===== src/rtl/paddle_ctrl_if.sv =====
// Keycode in / paddle positions and serve out, bundled for the paddle controller.
interface paddle_ctrl_if;
    logic        frame_clk;
    logic [31:0] keycode;
    logic [9:0]  paddle_l_y;
    logic [9:0]  paddle_r_y;
    logic        serve;

    modport master (
        output frame_clk, keycode,
        input  paddle_l_y, paddle_r_y, serve
    );

    modport slave (
        input  frame_clk, keycode,
        output paddle_l_y, paddle_r_y, serve
    );
endinterface


===== src/rtl/paddle_ctrl.sv =====
// Per-frame paddle motion: keycode decode, hold-to-accelerate stepping with
// edge clamping for two independent paddles, and a one-shot serve pulse.

// One paddle: IDLE/UP/DOWN FSM plus step/acc accelerator and clamped y.
module paddle_axis #(
    parameter int Y_MIN        = 0,
    parameter int Y_MAX        = 479,
    parameter int PADDLE_H     = 64,
    parameter int START_Y      = 208,
    parameter int MAX_STEP     = 8,
    parameter int ACCEL_FRAMES = 4
) (
    input  logic       Clk,
    input  logic       Reset,
    input  logic       tick,
    input  logic       up_key,
    input  logic       dn_key,
    output logic [9:0] y
);
    localparam int SW = $clog2(MAX_STEP + 1);
    localparam int AW = (ACCEL_FRAMES > 1) ? $clog2(ACCEL_FRAMES) : 1;
    localparam logic [10:0]   Y_TOP    = 11'(Y_MIN);
    localparam logic [10:0]   Y_BOT    = 11'(Y_MAX + 1 - PADDLE_H);
    localparam logic [SW-1:0] STEP_MAX = SW'(MAX_STEP);
    localparam logic [AW-1:0] ACC_LAST = AW'(ACCEL_FRAMES - 1);

    typedef enum logic [1:0] {IDLE, UP, DOWN} state_t;

    state_t        state_q, state_d, cmd;
    logic [SW-1:0] step_q, step_d, mv;
    logic [AW-1:0] acc_q, acc_d;
    logic [9:0]    y_q, y_d;
    logic [10:0]   y_ext, mv_ext;

    // Decode this frame's command; both keys together cancel out.
    always_comb begin
        cmd = IDLE;
        if (up_key && !dn_key)      cmd = UP;
        else if (dn_key && !up_key) cmd = DOWN;
    end

    // State register for FSM, accelerator and position.
    always_ff @(posedge Clk or posedge Reset) begin
        if (Reset) begin
            state_q <= IDLE;
            step_q  <= SW'(1);
            acc_q   <= '0;
            y_q     <= 10'(START_Y);
        end else begin
            state_q <= state_d;
            step_q  <= step_d;
            acc_q   <= acc_d;
            y_q     <= y_d;
        end
    end

    // Next state: follow the command, but only on frame ticks.
    always_comb begin
        state_d = state_q;
        if (tick) state_d = cmd;
    end

    // Step/acc update and clamped move. A direction change restarts at step 1
    // and acc 0, so the change frame itself is not counted toward acceleration.
    always_comb begin
        step_d = step_q;
        acc_d  = acc_q;
        y_d    = y_q;
        mv     = step_q;
        y_ext  = {1'b0, y_q};
        mv_ext = 11'(step_q);
        if (tick) begin
            if (cmd != state_q) begin
                step_d = SW'(1);
                acc_d  = '0;
                mv     = SW'(1);
            end else if (state_q != IDLE) begin
                if (acc_q == ACC_LAST) begin
                    acc_d = '0;
                    if (step_q < STEP_MAX) step_d = step_q + 1'b1;
                end else begin
                    acc_d = acc_q + 1'b1;
                end
            end
            mv_ext = 11'(mv);
            case (cmd)
                UP:      y_d = (y_ext < Y_TOP + mv_ext) ? Y_TOP[9:0] : 10'(y_ext - mv_ext);
                DOWN:    y_d = (y_ext + mv_ext > Y_BOT) ? Y_BOT[9:0] : 10'(y_ext + mv_ext);
                default: y_d = y_q;
            endcase
        end
    end

    assign y = y_q;
endmodule

// Top: frame tick edge detect, key decode, two paddle lanes, serve one-shot.
module paddle_ctrl #(
    parameter int Y_MIN        = 0,
    parameter int Y_MAX        = 479,
    parameter int PADDLE_H     = 64,
    parameter int START_Y      = 208,
    parameter int MAX_STEP     = 8,
    parameter int ACCEL_FRAMES = 4
) (
    input  logic          Clk,
    input  logic          Reset,
    paddle_ctrl_if.slave  bus
);
    localparam int NUM_LANES = 2;  // lane 0 = left, lane 1 = right
    localparam logic [NUM_LANES-1:0][7:0] UP_CODE = {8'h52, 8'h1A};
    localparam logic [NUM_LANES-1:0][7:0] DN_CODE = {8'h51, 8'h16};
    localparam logic [7:0]                SPACE   = 8'h2C;

    function automatic logic key_hit(input logic [31:0] kc, input logic [7:0] code);
        logic hit;
        hit = 1'b0;
        for (int b = 0; b < 4; b++) hit = hit | (kc[8*b +: 8] == code);
        return hit;
    endfunction

    logic frame_d_q, frame_d_d;
    logic space_prev_q, space_prev_d;
    logic serve_q, serve_d;
    logic tick, space;
    logic [NUM_LANES-1:0][9:0] y_lane;

    assign tick  = bus.frame_clk & ~frame_d_q;
    assign space = key_hit(bus.keycode, SPACE);

    // Tick detect, Space history and registered serve pulse.
    always_comb begin
        frame_d_d    = bus.frame_clk;
        space_prev_d = tick ? space : space_prev_q;
        serve_d      = tick & space & ~space_prev_q;
    end

    // Top-level flops.
    always_ff @(posedge Clk or posedge Reset) begin
        if (Reset) begin
            frame_d_q    <= 1'b0;
            space_prev_q <= 1'b0;
            serve_q      <= 1'b0;
        end else begin
            frame_d_q    <= frame_d_d;
            space_prev_q <= space_prev_d;
            serve_q      <= serve_d;
        end
    end

    for (genvar g = 0; g < NUM_LANES; g++) begin : g_lane
        paddle_axis #(
            .Y_MIN(Y_MIN), .Y_MAX(Y_MAX), .PADDLE_H(PADDLE_H), .START_Y(START_Y),
            .MAX_STEP(MAX_STEP), .ACCEL_FRAMES(ACCEL_FRAMES)
        ) u_axis (
            .Clk    (Clk),
            .Reset  (Reset),
            .tick   (tick),
            .up_key (key_hit(bus.keycode, UP_CODE[g])),
            .dn_key (key_hit(bus.keycode, DN_CODE[g])),
            .y      (y_lane[g])
        );
    end

    assign bus.paddle_l_y = y_lane[0];
    assign bus.paddle_r_y = y_lane[1];
    assign bus.serve      = serve_q;
endmodule


===== src/flat_wrapper.sv =====
// flat-port wrapper written by rule: the top's interface ports become plain ports
module paddle_ctrl_flat 
#(
    parameter int Y_MIN        = 0,
    parameter int Y_MAX        = 479,
    parameter int PADDLE_H     = 64,
    parameter int START_Y      = 208,
    parameter int MAX_STEP     = 8,
    parameter int ACCEL_FRAMES = 4
)
  (Clk, Reset, bus_frame_clk, bus_keycode, bus_paddle_l_y, bus_paddle_r_y, bus_serve);
  paddle_ctrl_if bus_i ();
  input  logic Clk;
  input  logic Reset;
  input wire logic [$bits(bus_i.frame_clk)-1:0] bus_frame_clk;
  input wire logic [$bits(bus_i.keycode)-1:0] bus_keycode;
  output wire logic [$bits(bus_i.paddle_l_y)-1:0] bus_paddle_l_y;
  output wire logic [$bits(bus_i.paddle_r_y)-1:0] bus_paddle_r_y;
  output wire logic [$bits(bus_i.serve)-1:0] bus_serve;
  assign bus_i.frame_clk = bus_frame_clk;
  assign bus_i.keycode = bus_keycode;
  assign bus_paddle_l_y = bus_i.paddle_l_y;
  assign bus_paddle_r_y = bus_i.paddle_r_y;
  assign bus_serve = bus_i.serve;
  paddle_ctrl #(.Y_MIN(Y_MIN), .Y_MAX(Y_MAX), .PADDLE_H(PADDLE_H), .START_Y(START_Y), .MAX_STEP(MAX_STEP), .ACCEL_FRAMES(ACCEL_FRAMES)) u_core (.Clk(Clk), .Reset(Reset), .bus(bus_i));
endmodule

===== config.mk =====
export PLATFORM = sky130hd
export DESIGN_NAME = paddle_ctrl_flat
export DESIGN_NICKNAME = d
export VERILOG_FILES = /design/src/rtl/paddle_ctrl_if.sv /design/src/rtl/paddle_ctrl.sv /design/src/flat_wrapper.sv
export SDC_FILE = /design/constraint.sdc
export NUM_CORES = 1
export LEC_CHECK = 0
export ABC_AREA = 0
export BUFFER_PORTS_ARGS = -buffer_cell sky130_fd_sc_hd__buf_2
export CORE_MARGIN = 2
export CORE_UTILIZATION = 35
export CTS_BUF_LIST = sky130_fd_sc_hd__clkbuf_16
export DETAILED_ROUTE_END_ITERATION = 12
export PLACE_DENSITY = 0.52
export SKIP_LAST_GASP = 1
export SLEW_MARGIN = 15
export SYNTH_ARGS = -nofsm -noshare
export SYNTH_HDL_FRONTEND = slang
export SYNTH_SLANG_ARGS = --single-unit

===== constraint.sdc =====
create_clock -name Clk -period 3.3 [get_ports Clk]
set_input_delay 0.33 -clock Clk [delete_from_list [all_inputs] [get_ports Clk]]
set_output_delay 0.33 -clock Clk [all_outputs]
set_load 0.01 [all_outputs]

# == Word-level counts from Yosys, hierarchy flattened ==
# Cells that the tools add are included.
# Widths: inputs -> output; s select.
# word_totals
out_inout_bits,21
input_bits,35
wordCells,125
regBits,39
# op_classes
eq_ne,28
n_mux,28
n_lt_le_gt_ge,6
n_bitwise,20
addsub,8
n_reduce_logical,24
# op_table
operator,n
$eq 8x5->1 const B,8
$eq 8x7->1 const B,8
$mux 4,12
$mux 10,4
$pmux 10 s2,2
$eq 8x6->1 const B,4
$add 10x4->11,2
$gt 11x9->1 const B,2
$lt 10x4->1,2
$mux 2,10
$reduce_bool 2->1,10
$sub 10x4->10,2
$or 1x1->1,15
$add 4x1->4 const B,2
$eq 2x2->1 const B,4
$lt 4x4->1 const B,2
$reduce_and 2->1,4
$reduce_and 4->1,2
$add 2x1->2 const B,2
$eq 2x1->1 const B,2
$logic_and 1x1->1,4
$logic_not 1->1,4
$ne 2x2->1,2
$and 1x1->1,3
$not 1->1,2

# == Depth between registers and ports, before layout ==
# Gate-level depths: netlist of the first run.
# depth
ltp_word,15
depth_mapped,20

# == Cells and area by module ==
# From an unflattened synthesis of the first run, not the netlist that was laid out.
# hier_totals
hier_cells,452
hier_area_um2,3753.6
# modules_own_cells
module,seq_area_each_um2,area_per_inst_um2,cells_per_inst,n_inst
paddle_axis (u_core.g_lane[0].u_axis),455.4,1655.3,200,1
paddle_axis (u_core.g_lane[1].u_axis),455.4,1650.3,195,1
paddle_ctrl,75.1,447.9,57,1

# == Least setup slack after synthesis of the first run ==
# Ideal clock, no wire load.
# synth_path
path_type,in2reg
from,input port bus_keycode[15]
to,register u_core.g_lane[1].u_axis.y_q[0]
path_buffers,0
arrival_ns,3.920
cell_stages,16
path_slack_ns,-0.764
cell_sequence,or3b_2 -> nor4b_1 -> nand3b_1 -> o211ai_1 -> inv_1 -> ha_1 -> xor2_1 -> or3_1 -> ha_1 -> fa_1 -> nand2b_1 -> a21o_1 -> nand3_1 -> and3_1 -> nor3_1 -> o221ai_1
# synth_via
elab_chain_cells,15
elab_cells_between_ends,28
cone_classes,2 x add/sub; 2 x order compare; 5 x eq/ne; 7 x mux; 6 x bitwise; 6 x reduce/logical
# synth_lines
item,line,text
"start, declared",flat_wrapper.sv:16,input wire logic [$bits(bus_i.keycode)-1:0] bus_keycode;
$eq 8x7->1,paddle_ctrl.sv:118,for (int b = 0; b < 4; b++) hit = hit | (kc[8*b +: 8] == code);
$or 1x1->1 (3 in a row),paddle_ctrl.sv:118,
$logic_not 1->1,paddle_ctrl.sv:39,else if (dn_key && !up_key) cmd = DOWN;
$logic_and 1x1->1,paddle_ctrl.sv:39,
$mux 2,paddle_ctrl.sv:39,
$mux 2 (*),paddle_ctrl.sv:38,if (up_key && !dn_key) cmd = UP;
named net u_core.g_lane[1].u_axis.cmd[1],paddle_ctrl.sv:29,"state_t state_q, state_d, cmd;"
$ne 2x2->1,paddle_ctrl.sv:73,if (cmd != state_q) begin
$mux 4,paddle_ctrl.sv:73,
$mux 4,paddle_ctrl.sv:72,if (tick) begin
$add 10x4->11,paddle_ctrl.sv:88,DOWN: y_d = (y_ext + mv_ext > Y_BOT) ? Y_BOT[9:0] : 10'(y_ext + mv_ext);
$gt 11x9->1,paddle_ctrl.sv:88,
$mux 10,paddle_ctrl.sv:88,
$pmux 10 s2,paddle_ctrl.sv:86,case (cmd)
"end signal, assigned",paddle_ctrl.sv:48,y_q <= 10'(START_Y);
"end signal, assigned",paddle_ctrl.sv:53,y_q <= y_d;
"end, declared",paddle_ctrl.sv:32,"logic [9:0] y_q, y_d;"
# Mark *: on every way through the listed nets, which the timed path passes. The rest lies on a longest branch. The select of a mux whose other input is x is not followed.
# A chain may end at the register's enable or synchronous reset.

# == Final worst setup path of the first run ==
# layout_path
from,input port bus_keycode[31]
to,register u_core.g_lane[1].u_axis.y_q[5]
# layout_via
elab_chain_cells,13
elab_cells_between_ends,24
cone_classes,2 x add/sub; 2 x order compare; 5 x eq/ne; 7 x mux; 2 x bitwise; 6 x reduce/logical
# layout_lines
item,line
$eq 8x7->1,paddle_ctrl.sv:118
$or 1x1->1,paddle_ctrl.sv:118
$logic_not 1->1,paddle_ctrl.sv:39
$logic_and 1x1->1,paddle_ctrl.sv:39
$mux 2,paddle_ctrl.sv:39
$mux 2 (*),paddle_ctrl.sv:38
named net u_core.g_lane[1].u_axis.cmd[1],paddle_ctrl.sv:29
$ne 2x2->1,paddle_ctrl.sv:73
$mux 4,paddle_ctrl.sv:73
$mux 4,paddle_ctrl.sv:72
$add 10x4->11,paddle_ctrl.sv:88
$gt 11x9->1,paddle_ctrl.sv:88
$mux 10,paddle_ctrl.sv:88
$pmux 10 s2,paddle_ctrl.sv:86
# Marked as above.

==> metrics.csv, run 1 <==
metric,value,unit
run_status,"complete, but fails checks",
failing_checks,negative setup slack,
reg2reg_slack,470,ps
yosys.area.top_type,dfrtp_1,
route.top_layer_used,met4,
yosysTopAreaCellShare,20.4,%
syn_avg_cell_area,8.21,um^2
critical-path-max-stage-delay,510,ps
synth_ff_type,dfrtp_1,
sequential_cell_area,986,um^2
remaining_drc_errors,0,
slew-limit-headroom,59.6,%
htree_levels,2,
power.total,2230,uW
crit_path_max_fanout,4,
route.detailed.vias_per_inst,5.37,
hold_violation_total_from_the_final_report,0,
min-delay-path-class,in2async,
drt.antenna.violating_nets,0,
setup.worst_path.end_class,register,
cp.required,3450,ps
placement_rows,38,
timing.critical_path.slowest_stage_cell,or4_4,
via_count_of_the_first_global_routing_pass,4030,
final_min_period_over_clock_period,112,%
routability_driven_placement_congestion_ratio,0.918,
drt-met1-wl,5650,um
vdd.ir_drop.worst,0.233,mV
die_height,108,um
clock-skew-final,6.77,ps
max-cap-violations,0,
diode_insertion_count_for_antenna_repair,0,
multi_input_area,3260,um^2
final_cell_utilization_of_the_core,54.6,%
total_leakage_power,0.00253,uW
synth_cells,464,
clock_sink_count,39,
first_iter_violations,255,
rsz0062_at_grt,yes,
dr_wl_met3,595,um
wl_per_cell,15.1,um
worstPathCellList,buf_6 > nand2b_4 > or4_4 > nor2_4 > a21oi_2 > o211ai_1 > inv_1 > ha_4 > xor2_2 > or3_4 > ha_4 > fa_2 > nand2b_4 > a21o_1 > nand4_1 > a21oi_2 > buf_4 > o31a_1 > o221ai_1,
maximum_operating_frequency,269,MHz
place_hpwl,8690,um
pwr_density_cell,380,nW/um^2
synth.area.top_cells,"dfrtp_1, ha_1, dfstp_2, nand2_1, nor2_1",
synthToLayoutAreaGrowth,54.0,%
critical_path_arrival,3860,ps
yosys.area_share.simple,32.6,%
grt_util_all_layers,20.2,%
synth_nets,527,
io_pins,56,
postRouteWirelength,11500,um
syn-cell-area,3810,um^2
clock_tree.buffer_depth,2,
postCtsHoldBufs,0,
synth_edf_count,0,
yosysSeqAreaShare,25.9,%
grt_pass1_wl,19100,um
yosys.area_share.adder,9.99,%
yosys.cell_types.count,75,
grt_overflow_total,0,
clock_root_buffer,clkbuf_16,
synth_mux_area_share,1.41,%
synth-warning-count,0,
path_class,in2reg,
dpl_cell_area,5060,um^2
antenna_violations_before_repair,0,
synth_top_family_by_area,simple AND/OR/NAND/NOR gates,
finish.instance_area,5860,um^2
worst_hold_slack,172,ps
floorplan.die.width,108,um
floorplan_core_area,10700,um^2
postLayoutSetupSlackWorst,-411,ps
cts_tree,built,
clk_latency,280,ps
initial_utilization,35.4,%
timing.final.max_slew_violations,0,
fillCellCount,984,
wl_met2,5170,um
layout-drive-gt1-share,47.3,%
grt_start_max_net_pins,40,
final_net_count,683,
port-buffer-count,55,
first_pass_iters,4,
tritoncts_buffers,5,
setup_viol,20,
total_number_of_vias,4090,
synth-async-reset-ratio,100,%
flip_flop_and_latch_count_after_synthesis,39,
synth-xor-area-share,3.45,%
design.die.area,11700,um^2
period_minus_slack,3710,ps
clk_pin_slew_worst_paths,60,ps
worst-slew-pin-transition,602,ps
synth_compound_area_share,21.5,%
cp-start-kind,input pin,
## power breakdown
group / leakage, uW / switching (uW) / internal, uW
sequential: 0.000506 / 105 / 542
clock: 0.0000900 / 205 / 433
combinational: 0.00194 / 448 / 494
## synthesized netlist by cell type (all sizes together) (6+ instances only)
cell type	number
inv	21
buf	9
o21ai	30
nand2b	16
nand2	48
nand4	11
nor4	6
xnor2	9
o221ai	7
a21oi	21
nor2	36
nand3	12
ha	24
clkbuf	12
dfrtp	31
a211oi	7
nor4b	11
nand3b	11
dfstp	8
xor2	6
nor2b	16
nor3	19
a21o	6
## critical path, delay by kind of cell
kind,cells,cell delay [ps]
adder cells (fa/ha/maj),3,760
AND/OR/NAND/NOR,6,1430
XOR/XNOR,1,160
AO/OA/AOI/OAI,6,840
buffers and inverters,3,330
## per-stage QoR
step | setup TNS [ps] | cells | worst slack, ps
final | -5660 | 761 | -411
after global routing | -8820 | 761 | -576
after CTS | -4700 | 758 | -333
after detailed placement | -14330 | 735 | -818
after global placement | -13650 | 735 | -826
after floorplan | -6650 | 464 | -477
## final timing paths
path | start | endpoint | cells past startpoint
worst max-delay path | bus_keycode[31] | u_core.g_lane[1].u_axis.y[5]$_DFFE_PP0P_ | 19
worst min-delay path | Reset | u_core.g_lane[0].u_axis.step_q[3]$_DFFE_PP0P_ | 3
worst max register to register | u_core.g_lane[1].u_axis.state_q[1]$_DFFE_PP0P_ | u_core.g_lane[1].u_axis.y[5]$_DFFE_PP0P_ | 11
worst min register to register | u_core.space_prev_q$_DFFE_PP0P_ | u_core.bus.serve$_DFF_PP0_ | 1
max in group asynchronous | Reset | u_core.g_lane[0].u_axis.y[6]$_DFFE_PP1P_ | 3
min in group Clk | bus_frame_clk | u_core.frame_d_q$_DFF_PP0_ | 1
## layout by cell type, fill, tap and decap left out, types with 5 or more instances in the layout
| cell type | n |
|---|---|
| dfrtp_1 | 31 |
| nor2_2 | 7 |
| nor4b_1 | 7 |
| nand3b_1 | 11 |
| ha_4 | 8 |
| buf_2 | 53 |
| nand2b_1 | 10 |
| o21ai_2 | 6 |
| nand4_1 | 11 |
| nor2_1 | 26 |
| a21o_1 | 5 |
| buf_6 | 8 |
| nand3_1 | 11 |
| nand2_1 | 46 |
| o211ai_1 | 5 |
| xnor2_1 | 9 |
| nor3_1 | 14 |
| a21oi_1 | 14 |
| nor4_1 | 5 |
| buf_4 | 109 |
| ha_1 | 16 |
| o21ai_1 | 11 |
| clkbuf_16 | 5 |
| nor2b_1 | 15 |
| nand2b_4 | 6 |
| and2_1 | 5 |
| dfstp_2 | 8 |
| o21ai_0 | 12 |
| inv_1 | 17 |
## cells by family (layout without fill, tap and decap cells)
family,Yosys count,in the layout
and+or+nand+nor,219,219
AOI/OAI and AO/OA,116,116
buffers and inverters,42,199
DFF,39,39
adders and majority gates,28,28
xor gates and xnor gates,15,15
muxes,5,5
## routing by layer
metal	GRT usage (%)	up-vias
li1	-	2020
met1	29.9	1941
met2	31.4	119
met3	2.59	10
met4	4.30	0
met5	0	-
## registers in the layout, indices dropped and copies added (netlist names)
| register | cells |
|---|---|
| u_core.g_lane.u_axis.y | 20 |
| u_core.g_lane.u_axis.step_q | 8 |
| u_core.g_lane.u_axis.acc_q | 4 |
| u_core.g_lane.u_axis.state_q | 4 |
| u_core.bus.serve | 1 |
| u_core.frame_d_q | 1 |
| u_core.space_prev_q | 1 |
## area by class of cell
class | count | share of cell area (%)
Multi-Input combinational cell | 383 | 55.5
Timing Repair Buffer | 170 | 20.0
Sequential cell | 39 | 16.8
Tap cell | 140 | 2.99
Clock buffer | 5 | 2.13
Inverter | 21 | 1.34
Clock inverter | 3 | 1.15
## repair_timing
item,in CTS,in global routing
pin swaps,59,18
gates resized for setup,66,24
buffers inserted,15,3
setup endpoints to repair,20,20
(Power assumes the default switching activity.)
==> run 2, diff against run 1 <==
--- a/config.mk
+++ b/config.mk
@@ -17,3 +17,4 @@
 export SYNTH_ARGS = -nofsm -noshare
 export SYNTH_HDL_FRONTEND = slang
 export SYNTH_SLANG_ARGS = --single-unit
+export TNS_END_PERCENT = 20
==> run 2 against run 1 <==
Net effect:
- the flow still finishes with violations (negative setup slack)
- setup slack got worse by 39 ps
- clock-buffer cell count unchanged
- maximum frequency decreased by 1.0%
- sequential cell count unchanged
- clock skew decreased by 2.6 ps
- via count decreased by 0.68%
- largest power group unchanged
==> metrics.csv, run 2 (synthesis gave the netlist of run 1 again) <==
metric,value,unit
reg2reg_slack,460,ps
tritoncts_buffers,5,
leading_cell_type_in_the_layout_fill_and_taps_excluded,buf_4,
max-cap-violations,0,
cp-start-kind,input pin,
clock_sink_count,39,
post-place-cells,741,
remaining_drc_errors,0,
crit_path_max_fanout,3,
synthToLayoutAreaGrowth,48.1,%
diode_insertion_count_for_antenna_repair,0,
final_net_count,684,
floorplan_core_area,10700,um^2
floorplan.die.width,108,um
first_pass_iters,5,
grt_start_max_net_pins,24,
total_number_of_vias,4062,
worstReg2RegEnd,u_core.g_lane[0].u_axis.y[2]$_DFFE_PP0P_,
min_delay_path_depth,1,
total_leakage_power,0.00247,uW
via_count_of_the_first_global_routing_pass,3980,
clock_root_buffer,clkbuf_16,
io_pins,56,
run_status,"complete, but fails checks",
initial_utilization,35.4,%
failing_checks,negative setup slack,
grt_util_all_layers,20.1,%
most-common-layout-cells,"buf_4, buf_2, nand2_1, dfrtp_1, nor2_1",
grt_overflow_total,0,
worst-slew-pin-transition,903,ps
first_iter_violations,210,
antenna_violations_before_repair,0,
min-delay-start,bus_frame_clk,
final_cells,762,
htree_levels,2,
postLayoutSetupSlackWorst,-450,ps
power_frac_clock,26.6,%
drt.antenna.violating_nets,0,
clock-skew-final,4.13,ps
min-delay-path-class,in2reg,
rr_worst_depth,11,
wl_per_cell,14.8,um
number_of_flip_flops_under_the_largest_register_name,20,
final_min_period_over_clock_period,114,%
whs_endpoint,u_core.frame_d_q$_DFF_PP0_,
postCtsHoldBufs,0,
slew-limit-headroom,39.7,%
hold_violation_total_from_the_final_report,0,
timing.final.max_slew_violations,0,
netSwitchingFraction,34.4,%
worst_hold_slack,182,ps
layout-drive-gt1-share,42.9,%
port-buffer-count,55,
route.detailed.vias_per_inst,5.33,
maximum_operating_frequency,267,MHz
postRouteWirelength,11300,um
net_sw_power,721,uW
placement_rows,38,
fillCellCount,1039,
cp.required,3510,ps
setup_viol,20,
period_minus_slack,3750,ps
routability_driven_placement_congestion_ratio,0.893,
combinationalPowerShare,42.6,%
pwr_density_cell,372,nW/um^2
critical_path_arrival,3960,ps
setup.worst_path.end_class,register,
clk_latency,280,ps
seq_power_share,30.8,%
rsz0062_at_grt,yes,
grt_pass1_wl,19200,um
multi_input_area,3070,um^2
vdd.ir_drop.worst,0.254,mV
place_hpwl,8590,um
r2r_start,u_core.g_lane[0].u_axis.state_q[1]$_DFFE_PP0P_,
die_height,108,um
cts_tree,built,
design.die.area,11700,um^2
clock_tree.buffer_depth,2,
clk_pin_slew_worst_paths,60,ps
sequential_cell_area,986,um^2
p_int,1380,uW
path_class,in2reg,
==> run 2: worst max-delay path: stages <==
cell,delay (ps)
buf_6,90
or3b_4,420
nor4b_4,300
nand3b_1,130
nand4_1,130
inv_2,60
ha_4,180
xor2_4,190
or3_4,390
ha_4,170
fa_2,380
nor2b_4,160
o2111ai_4,190
nand2b_1,120
a211oi_2,330
a211oi_4,120
buf_6,140
o21ai_2,120
==> run 2: per-layer routing <==
metal	track usage, %	part of all wire (%)
met5	0	0
met3	2.71	4.2
met1	27.9	48
met2	33.5	47
met4	3.94	0.66
==> run 2: power groups by stage <==
stage	Clock (uW)	Sequential, uW	Combinational (uW)
global placement	0	647	834
finish	558	646	895
detailed placement	0	651	844
floorplan	0	624	504
global route	589	659	992
CTS	569	645	877
==> run 2: how the worst max path moves through the flow <==
stage,startpoint,to,slack (ps),cells after the start
finish,bus_keycode[15],u_core.g_lane[0].u_axis.y[2]$_DFFE_PP0P_,-450,18
CTS,bus_keycode[13],u_core.g_lane[1].u_axis.y[0]$_DFFE_PP0P_,-410,17
global route,bus_keycode[15],u_core.g_lane[0].u_axis.y[2]$_DFFE_PP0P_,-590,19
floorplan,bus_keycode[15],u_core.g_lane[0].u_axis.y[1]$_DFFE_PP0P_,-500,17
global placement,bus_keycode[15],u_core.g_lane[1].u_axis.y[0]$_DFFE_PP0P_,-860,17
detailed placement,bus_keycode[15],u_core.g_lane[0].u_axis.y[1]$_DFFE_PP0P_,-880,17
==> run 2: cell type report <==
cell class / count / share of cell area, %
clock buffer: 5 / 2.22
sequential: 39 / 17.5
multi-input combinational: 383 / 54.4
tap: 140 / 3.11
inverter: 21 / 1.40
clock inverter: 3 / 0.688
timing repair buffer: 171 / 20.7
==> run 2: repair_timing <==
action	in CTS	in global routing
pin swaps	28	20
setup buffers	9	5
setup endpoints to repair	20	20
gates resized for setup	40	17
==> run 2: per-stage QoR <==
stage                     setup slack, ps  utilization [%]  power [uW]  cell area, um^2  setup TNS (ps)
after CTS                            -406             51.2        2090             5500           -6580
after detailed placement             -882             47.1        1490             5070          -15180
after floorplan                      -498                -        1130             3980           -6890
final                                -450             52.5        2100             5640           -6950
after global placement               -859             47.1        1480             5070          -14580
after global routing                 -593             52.5        2240             5640          -10560
==> run 3, diff against run 2 <==
--- a/config.mk
+++ b/config.mk
@@ -6,7 +6,7 @@
 export NUM_CORES = 1
 export LEC_CHECK = 0
 export ABC_AREA = 0
-export BUFFER_PORTS_ARGS = -buffer_cell sky130_fd_sc_hd__buf_2
+export BUFFER_PORTS_ARGS = -buffer_cell sky130_fd_sc_hd__buf_4
 export CORE_MARGIN = 2
 export CORE_UTILIZATION = 35
 export CTS_BUF_LIST = sky130_fd_sc_hd__clkbuf_16
==> run 3 against run 2 <==
Net effect:
- first-iteration DRC count shrank 14%
- largest power group unchanged
- register-to-register slack about the same
- the flow still finishes with violations (negative setup slack)
- utilization grew 1.6 points
- largest cell class unchanged
- worst hold slack worse by 11 ps
- critical path type unchanged
- clock-buffer cell count is the same
- final cell count down 0.26%
- critical path depth down 1
- die area did not move
- sequential cell count stayed put
==> metrics.csv, run 3 (synthesis gave the netlist of run 1 again) <==
metric,value,unit
clock-skew-final,8.02,ps
place_ws,-838,ps
via_count_of_the_first_global_routing_pass,3934,
failing_checks,negative setup slack,
setup.worst_path.end_class,register,
floorplan.die.width,108,um
cp.required,3500,ps
grt_overflow_total,0,
crit_path_max_fanout,4,
pwr_density_cell,368,nW/um^2
cp-start-kind,input pin,
period_minus_slack,3700,ps
remaining_drc_errors,0,
cpLargestDelayFamily,simple AND/OR/NAND/NOR gates,
critical-path-max-stage-delay,420,ps
path_class,in2reg,
die_height,108,um
diode_insertion_count_for_antenna_repair,0,
min-delay-path-class,in2reg,
port-buffer-count,55,
grt_util_all_layers,19.9,%
dpl_cell_area,5200,um^2
initial_utilization,35.4,%
total_number_of_vias,4017,
clock_root_buffer,clkbuf_16,
final_net_count,682,
worstPathCellList,buf_6 > or3b_4 > nor4b_4 > nand3b_1 > nand4_1 > inv_2 > ha_4 > xor2_4 > or3_4 > ha_4 > fa_2 > nor2b_4 > o2111ai_4 > nand2b_1 > a211oi_2 > a211oi_4 > o221ai_1,
vdd.ir_drop.worst,0.240,mV
first_iter_violations,181,
final_cells,760,
maximum_operating_frequency,270,MHz
total_leakage_power,0.00251,uW
leading_cell_type_in_the_layout_fill_and_taps_excluded,buf_4,
cts_tree,built,
tritoncts_buffers,5,
postRouteWirelength,11300,um
rsz0062_at_grt,yes,
floorplan_core_area,10700,um^2
final_min_period_over_clock_period,112,%
place_hpwl,8660,um
rr_worst_depth,10,
number_of_buffers_and_inverters_on_the_critical_path,2,
crit_top_cell,ha_4,
io_pins,56,
grt_pass1_wl,18900,um
timing.final.max_slew_violations,0,
worst-slew-pin-transition,562,ps
fillCellCount,1034,
slew-limit-headroom,62.2,%
min_delay_path_depth,1,
htree_levels,2,
timing.critical_path.slowest_stage_cell,or3b_4,
layout-drive-gt1-share,43.9,%
route.detailed.vias_per_inst,5.29,
post-place-cells,741,
clk_latency,280,ps
synthToLayoutAreaGrowth,52.7,%
final_cell_utilization_of_the_core,54.1,%
finish.instance_area,5820,um^2
hold_violation_total_from_the_final_report,0,
max-cap-violations,0,
setup_viol,20,
first_pass_iters,4,
grt_start_max_net_pins,40,
placement_rows,38,
most-common-layout-cells,"buf_4, nand2_1, dfrtp_1, nor2_1, a21oi_1",
clock_tree.buffer_depth,2,
wl_per_cell,14.9,um
design.die.area,11700,um^2
number_of_flip_flops_under_the_largest_register_name,20,
antenna_violations_before_repair,0,
clock_sink_count,39,
timing.critical_path.depth,17,
routability_driven_placement_congestion_ratio,0.819,
critical_path_arrival,3900,ps
power.total,2140,uW
clk_pin_slew_worst_paths,70,ps
drt.antenna.violating_nets,0,
postLayoutSetupSlackWorst,-403,ps
run_status,"complete, but fails checks",
[run 3: cell type report]
class / count / area [um^2] / area share (%)
timing repair buffer: 169 / 1280 / 22.1
tap: 140 / 175 / 3.01
sequential: 39 / 986 / 17.0
clock buffer: 5 / 125 / 2.15
clock inverter: 3 / 38.8 / 0.667
multi-input combinational: 383 / 3130 / 53.8
inverter: 21 / 78.8 / 1.36
[run 3: per-layer routing]
| metal | part of all wire (%) | global-route usage, % |
|---|---|---|
| met2 | 47 | 32.8 |
| met4 | 0.71 | 3.48 |
| met1 | 49 | 28.1 |
| met3 | 3.9 | 2.77 |
| met5 | 0 | 0 |
[run 3: final timing paths]
| kind | start | end | slack [ps] |
|---|---|---|---|
| worst max-delay path | bus_keycode[15] | u_core.g_lane[0].u_axis.y[1]$_DFFE_PP0P_ | -400 |
| worst min-delay path | bus_frame_clk | u_core.frame_d_q$_DFF_PP0_ | 170 |
| worst max register to register | u_core.g_lane[0].u_axis.state_q[0]$_DFFE_PP0P_ | u_core.g_lane[0].u_axis.y[1]$_DFFE_PP0P_ | 470 |
| worst min register to register | u_core.space_prev_q$_DFFE_PP0P_ | u_core.bus.serve$_DFF_PP0_ | 440 |
| max in group asynchronous | Reset | u_core.g_lane[1].u_axis.step_q[0]$_DFFE_PP1P_ | 2730 |
| min in group asynchronous | Reset | u_core.g_lane[0].u_axis.y[8]$_DFFE_PP0P_ | 190 |
[run 3: what timing repair did]
item	CTS	global route
setup buffers	5	7
pin swaps	21	27
cloned	0	0
setup endpoints to repair	20	20
hold buffers	0	0
gates resized for setup	32	36
[run 3: power by group]
part / leakage (uW) / total, uW / switching, uW / internal, uW
clock network: 0.0000812 / 555 / 202 / 353
logic: 0.00192 / 938 / 426 / 512
registers: 0.000506 / 649 / 106 / 542
total: 0.00251 / 2140 / 734 / 1410
[run 3: metrics by stage]
stage	hold WS, ps	setup TNS, ps
floorplan	361	-6890
detailed placement	436	-15160
global placement	423	-14920
finish	171	-6550
global route	171	-9940
CTS	166	-6760
